--- config.mk ---
export PLATFORM = sky130hd
export DESIGN_NAME = button_conditioner
export DESIGN_NICKNAME = d
export VERILOG_FILES = /design/src/rtl/slot_pkg.sv /design/src/rtl/button_debounce.sv /design/src/rtl/button_conditioner.sv
export SDC_FILE = /design/constraint.sdc
export NUM_CORES = 1
export LEC_CHECK = 0
export BUFFER_PORTS_ARGS = -buffer_cell sky130_fd_sc_hd__buf_2
export CAP_MARGIN = 20
export CORE_MARGIN = 2
export CORE_UTILIZATION = 55
export CTS_BUF_LIST = sky130_fd_sc_hd__clkbuf_4 sky130_fd_sc_hd__clkbuf_8
export DETAILED_ROUTE_END_ITERATION = 6
export PLACE_DENSITY = 0.8
export SLEW_MARGIN = 0
export SYNTH_ARGS = -nofsm -noshare
export SYNTH_HDL_FRONTEND = slang
export SYNTH_SLANG_ARGS = --single-unit
--- constraint.sdc ---
create_clock -name clk -period 1.81 [get_ports clk]
set_input_delay 0.181 -clock clk [delete_from_list [all_inputs] [get_ports clk]]
set_output_delay 0.181 -clock clk [all_outputs]
set_load 0.02 [all_outputs]
--- src/rtl/slot_pkg.sv ---
// Shared constants and types for the slot-machine button front end.
// Default timing assumes the 50 MHz board clock.
package slot_pkg;

  localparam int N_BTN   = 2;
  localparam int BTN_RUN = 0;
  localparam int BTN_SET = 1;

  // 10 ms debounce window and 1 s long-hold at 50 MHz
  localparam int DEBOUNCE_CYCLES_50M = 500000;
  localparam int LONG_CYCLES_50M     = 50000000;
  localparam int CNT_W_50M           = 26;

  // Per-channel registered outputs; level doubles as the accepted (stable) state.
  typedef struct packed {
    logic level;
    logic press;
    logic rel;
    logic long_hit;
  } btn_evt_t;

endpackage

--- src/rtl/button_debounce.sv ---
// One button channel: 2-flop synchroniser, debounce window, hold timer and
// registered event pulses. Input is already polarity-normalised (1 = pressed).
module button_debounce
  import slot_pkg::*;
#(
  parameter int DEBOUNCE_CYCLES = DEBOUNCE_CYCLES_50M,
  parameter int LONG_CYCLES     = LONG_CYCLES_50M,
  parameter int CNT_W           = CNT_W_50M
) (
  input  logic clk,
  input  logic rst,
  input  logic raw,
  output logic level,
  output logic press,
  output logic rel,
  output logic long_hit
);

  localparam logic [CNT_W-1:0] DEB_LAST  = CNT_W'(DEBOUNCE_CYCLES - 1);
  localparam logic [CNT_W-1:0] HOLD_LAST = CNT_W'(LONG_CYCLES - 1);
  localparam logic [CNT_W-1:0] HOLD_MAX  = CNT_W'(LONG_CYCLES);

  // Hold timer parks at LONG_CYCLES so a long press can never re-fire.
  function automatic logic [CNT_W-1:0] sat_inc(input logic [CNT_W-1:0] v);
    return (v == HOLD_MAX) ? v : v + CNT_W'(1);
  endfunction

  logic             s1_p0;
  logic             s2_p1;
  logic [CNT_W-1:0] deb_cnt_p2;
  logic [CNT_W-1:0] hold_cnt_p2;
  btn_evt_t         evt_p2;

  logic differ;
  logic settle;
  logic rise;
  logic fall;

  always_comb begin
    differ = (s2_p1 != evt_p2.level);
    settle = differ && (deb_cnt_p2 == DEB_LAST);
    rise   = settle && s2_p1;
    fall   = settle && !s2_p1;
  end

  always_ff @(posedge clk) begin
    if (rst) begin
      s1_p0       <= 1'b0;
      s2_p1       <= 1'b0;
      deb_cnt_p2  <= '0;
      hold_cnt_p2 <= '0;
      evt_p2      <= '0;
    end else begin
      // p0/p1: synchroniser
      s1_p0 <= raw;
      s2_p1 <= s1_p0;

      // p2: debounce window restarts on any agreeing sample
      if (!differ || settle) begin
        deb_cnt_p2 <= '0;
      end else begin
        deb_cnt_p2 <= deb_cnt_p2 + CNT_W'(1);
      end

      if (rise || !evt_p2.level) begin
        hold_cnt_p2 <= '0;
      end else begin
        hold_cnt_p2 <= sat_inc(hold_cnt_p2);
      end

      if (settle) begin
        evt_p2.level <= s2_p1;
      end
      evt_p2.press    <= rise;
      evt_p2.rel      <= fall;
      evt_p2.long_hit <= evt_p2.level && !fall && (hold_cnt_p2 == HOLD_LAST);
    end
  end

  assign level    = evt_p2.level;
  assign press    = evt_p2.press;
  assign rel      = evt_p2.rel;
  assign long_hit = evt_p2.long_hit;

endmodule

--- src/rtl/button_conditioner.sv ---
// Push-button front end: normalises key polarity and fans the bus out to one
// independent debounce channel per button.
module button_conditioner
  import slot_pkg::*;
#(
  parameter int N_BTN           = slot_pkg::N_BTN,
  parameter int ACTIVE_LOW      = 1,
  parameter int DEBOUNCE_CYCLES = DEBOUNCE_CYCLES_50M,
  parameter int LONG_CYCLES     = LONG_CYCLES_50M,
  parameter int CNT_W           = CNT_W_50M
) (
  input  logic             clk,
  input  logic             rst,
  input  logic [N_BTN-1:0] btn_raw,
  output logic [N_BTN-1:0] btn_level,
  output logic [N_BTN-1:0] btn_press,
  output logic [N_BTN-1:0] btn_release,
  output logic [N_BTN-1:0] btn_long
);

  logic [N_BTN-1:0] raw_norm;

  assign raw_norm = btn_raw ^ {N_BTN{ACTIVE_LOW != 0}};

  button_debounce #(
    .DEBOUNCE_CYCLES (DEBOUNCE_CYCLES),
    .LONG_CYCLES     (LONG_CYCLES),
    .CNT_W           (CNT_W)
  ) u_chan [N_BTN-1:0] (
    .clk      (clk),
    .rst      (rst),
    .raw      (raw_norm),
    .level    (btn_level),
    .press    (btn_press),
    .rel      (btn_release),
    .long_hit (btn_long)
  );

endmodule

; After elaboration in Yosys (flattened, before gate mapping)
; Cells that the tools add are included.
; W data, S select, Z words.
[totals]
regBits = 116
[classes]
n_addsub = 4
eq_ne = 8
bitwise = 1
reduce_logical = 26
[op_table]
columns = operator, count
row1 = $add A26 B1 Y26 const B, 4
row2 = $eq A26 B26 Y1 const B, 4
row3 = $eq A26 B19 Y1 const B, 2
row4 = $logic_and A1 B1 Y1, 10
row5 = $logic_not A1 Y1, 8
row6 = $reduce_or A2 Y1, 4
row7 = $logic_or A1 B1 Y1, 4
row8 = $ne A1 B1 Y1, 2
row9 = $not A2 Y2, 1

; Longest topological paths before layout
[depth]
depth_word = 6
depth_mapped = 6

; Hierarchy
; From an unflattened synthesis, not the netlist that was laid out.
[hier_totals]
hier_cells = 648
hier_area_um2 = 5477.8
[by_module_without_submodules]
columns = module, instances, cells_per_inst, area_each_um2
row1 = button_debounce at u_chan[1], 1, 321, 2767.7
row2 = button_debounce at u_chan[0], 1, 325, 2702.6
row3 = button_conditioner, 1, 2, 7.5

; Worst setup path before layout
; OpenSTA, ideal clock, no wires.
[synth_timing]
path_type = flip-flop to flip-flop
start = reg u_chan[1].deb_cnt_p2[0]
end = reg u_chan[1].deb_cnt_p2[22]
setup_time_ns = 0.070
arrival_time_ns = 1.942
setup_slack_ns = -0.203
stages_incl_launch_ff = 7
n_path_buf = 1
period_less_slack_ns = 2.013
path_cell_list = dfxtp_1 > ha_1 > nand4_2 > or4_4 > buf_6 > or4_1 > a21oi_1
[synth_between]
elab_chain_len = 4
word_cells_on_any_way = 5
[synth_lines]
columns = element, line
row1 = start: declaration, button_debounce.sv:30  ; logic [CNT_W-1:0] deb_cnt_p2;
row2 = start signal: assignment, button_debounce.sv:62  ; deb_cnt_p2 <= deb_cnt_p2 + CNT_W'(1);
row3 = "parallel branches: the longest is 4 deep, another holds $add A26 B1 Y26", --
; Several ways; the timed one is not identified.
; A chain may end at the register's enable or synchronous reset.

; Worst setup path after layout
[layout_timing]
start = reg u_chan[1].deb_cnt_p2[13]
end = reg u_chan[1].deb_cnt_p2[23]
; Same word-level chain as after synthesis.

==> summary.md <==
| Metric | Value |
|---|---|
| Worst reg2reg path depth | `5` |
| Share of post-route cells with drive strength above 1 | `23.69%` |
| Commonest non-fill, non-tap cell in the layout | `dfxtp_1` |
| WL met3 | `~470 um` |
| CP startpoint kind | `flip-flop` |
| Starting Density | `a little under three fifths` |
| Fin crit share | `99.24%` |
| Syn avg cell area | `about 8.5 um2` |
| Area of the multi-input gates | `3141 um2` |
| Setup slack after layout | `0.01379 ns` |
| Hold Violations, Final | `0` |
| Worst slew pin tran | `0.3717 ns` |
| Final ANT Viol Nets | `0` |
| Max Cap Viol | `0` |
| Die height | `about 100 um` |
| Post-Syn Area | `~5500 um2` |
| Routed vias/inst | `5.974` |
| RSZ-0062 raised after global routing | `true` |
| Tot GR Track Use | `approximately a quarter` |
| Cells after DPL | `between 800 and 900` |
| Largest cells by area after synthesis | `dfxtp_1, xor2_1, nand4_1` |
| Final Power | `~5 mW` |
| FF/Latch Area | `between 2000 and 2500 um2` |
| Vias in the first global route | `about 5000` |
| Port bufs | `11` |
| Worst slew margin | `between 70% and 80%` |
| Most frequent cells in the layout | `dfxtp_1, buf_4, nor2_1` |
| CTS root buf | `clkbuf_8` |
| # setup viols final | `0` |
| Placement Rows | `36` |
| Critical path type | `flip-flop to flip-flop` |
| Worst-path clk slew | `~0.07 ns` |
| Nature of the critical path endpoint | `flip-flop` |
| Main synth FF type | `dfxtp_1` |
| Met2 WL | `roughly 6600 um` |
| Synth Register Bits | `between 100 and 150` |
| DP Area | `roughly 6200 um2` |
| Layout area overhead | `23.59%` |
| Post-synth net total | `between 600 and 700` |
| LEAKAGE | `between 2 and 2.5 nW` |
| Worst min-delay path class | `input pin to flip-flop` |
| Post-synth top area cell | `dfxtp_1` |
| Average wire per standard cell | `14.88 um` |
| Initial detailed-routing violation count | `~250` |
| Max H-tree Level | `4` |
| Power Dens Cells | `~750 nW/um2` |
| Fin area | `6850 um2` |
| Metal-1 WL | `between 5000 and 6000 um` |
| WP data arrival | `2.16 ns` |
| Total number of vias | `~5200` |
| Detail Placement HPWL | `between 9000 and 10000 um` |
| Placeable Area | `~9800 um2` |
| Worst clock skew | `0.01145 ns` |
| Drt first pass iters | `7` |
| Max Slew Vio Count | `0` |
| CTS buffer count | `17` |
| Ant. Diodes | `0` |
| Non-filler cells, final | `~880` |
| YS warnings | `0` |
| Clock Sinks | `116` |
| Largest net degree at the start of global routing | `25` |
| Worst Path Required | `about 2.2 ns` |
| Worst setup slack after placement | `-0.04886 ns` |
| Post-synthesis sequential area ratio | `between 40% and 50%` |
| # IOs | `12` |
| Antenna violations before repair | `0` |
| Hold slack | `0.06628 ns` |
| TNS Setup | `0 ns` |
| Drt total wl | `between 10000 and 15000 um` |
| Clk_lat worst skew | `0.43 ns` |
| Max Used Layer | `met4` |
| CTS Buffer Depth | `2` |
| Synth cell types | `45` |
| Max Clk Rate | `~560 MHz` |
| Hold Path Depth | `2` |
| Post-layout util | `a little over two thirds` |
| DRC | `0` |
| Cells after Synth | `651` |
| Top-area cell type share of the netlist area | `between 40% and 50%` |
| Run status | `finished, final reports clean` |
| Die X | `~100 um` |
| Routability-driven placement congestion ratio | `approximately 0.84` |
| First-pass GRT wire length | `~22000 um` |
| Max rail drop VDD | `between 800 and 900 uV` |
| Post-synth EDFFs | `0` |
| Die area | `between 10000 and 15000 um2` |
| Overflow after GRT | `0` |
| CTS tree | `built` |
| Ys async rst share | `0%` |
| NumNets Final | `~740` |
| Crit-path max FO | `4` |
| Filler cell count | `between 700 and 800` |
| Fin crit period | `roughly 1.8 ns` |
## synthesized netlist by cell type, types with 3 or more instances
library cell  number
dfxtp_1          116
nor2_1            59
a21oi_1           45
nand3_1           40
nand4_1           39
nand2_1           35
xor2_1            29
or3_1             27
or4_1             25
o21ai_0           24
clkbuf_1          23
o31ai_1           22
xnor2_1           18
and4_1            17
nor4_1            15
nor3_1            13
inv_1             12
nand2b_1          12
and3_1            10
and2_1             9
buf_4              9
o311ai_0           8
ha_1               6
nor2b_1            5
o41ai_1            5
nor4b_1            4
a31oi_1            3
## final cells by class
cell class | instances | area share, %
Clock buffer | 23 | 4.438
Clock inverter | 8 | 1.808
Inverter | 12 | 0.6575
Multi-Input combinational cell | 487 | 45.84
Sequential cell | 116 | 34.34
Tap cell | 133 | 2.429
Timing Repair Buffer | 97 | 10.48
## registers in the layout (all words and copies together) (netlist names)
| name | count |
|---|---|
| u_chan.level | 2 |
| u_chan.deb_cnt_p2 | 52 |
| u_chan.s2_p1 | 2 |
| u_chan.long_hit | 2 |
| u_chan.s1_p0 | 2 |
| u_chan.press | 2 |
| u_chan.rel | 2 |
| u_chan.hold_cnt_p2 | 52 |
## worst max-delay path, stage by stage (launching register included)
cell and delay [ns]:
dfxtp_2 0.34, nand4_1 0.15, or4_4 0.59, buf_4 0.16, or3_4 0.36, a21oi_2 0.13
## metal layers
layer | track usage [%] | vias up
met2 | 41.22 | 116
met5 | 0 | -
met4 | 9.266 | 0
met3 | 5.952 | 26
li1 | - | 2590
met1 | 28.32 | 2501
## report_power, final
| group | switching [mW] | leakage (nW) | internal (mW) | total, mW |
|---|---|---|---|---|
| registers | 0.00481 | 0.946 | 2.55 | 2.56 |
| clock network | 1.01 | 0.215 | 1.53 | 2.54 |
| logic | 0.0188 | 1.03 | 0.0156 | 0.0343 |
| total | 1.03 | 2.19 | 4.10 | 5.14 |
## timing repair
item | in CTS | in global routing
hold buffers | 2 | 0
setup endpoints to repair | 11 | 42
setup buffers | 3 | 5
resized for setup | 4 | 36
endpoints found under the hold margin | 2 | 0
pin swaps | 4 | 15
## cells by family after synthesis
group	after synthesis	synth area share, %
mux	1	0.1806
buf+inv	48	4.040
flops	116	41.90
compound gates	114	12.55
simple gates	319	32.55
fa+ha+maj	6	1.354
xor+xnor	47	7.427
## path summary, 6_finish.rpt
kind | from | end | slack (ns)
setup / recovery | u_chan[1].deb_cnt_p2[13] | u_chan[1].deb_cnt_p2[23] | 0.01
hold / removal | rst | u_chan[0].s1_p0 | 0.07
setup reg to reg | u_chan[1].deb_cnt_p2[13] | u_chan[1].deb_cnt_p2[23] | 0.01
hold reg to reg | u_chan[0].s1_p0 | u_chan[0].s2_p1 | 0.45
No activity file was read; power rests on OpenSTA's default activity.
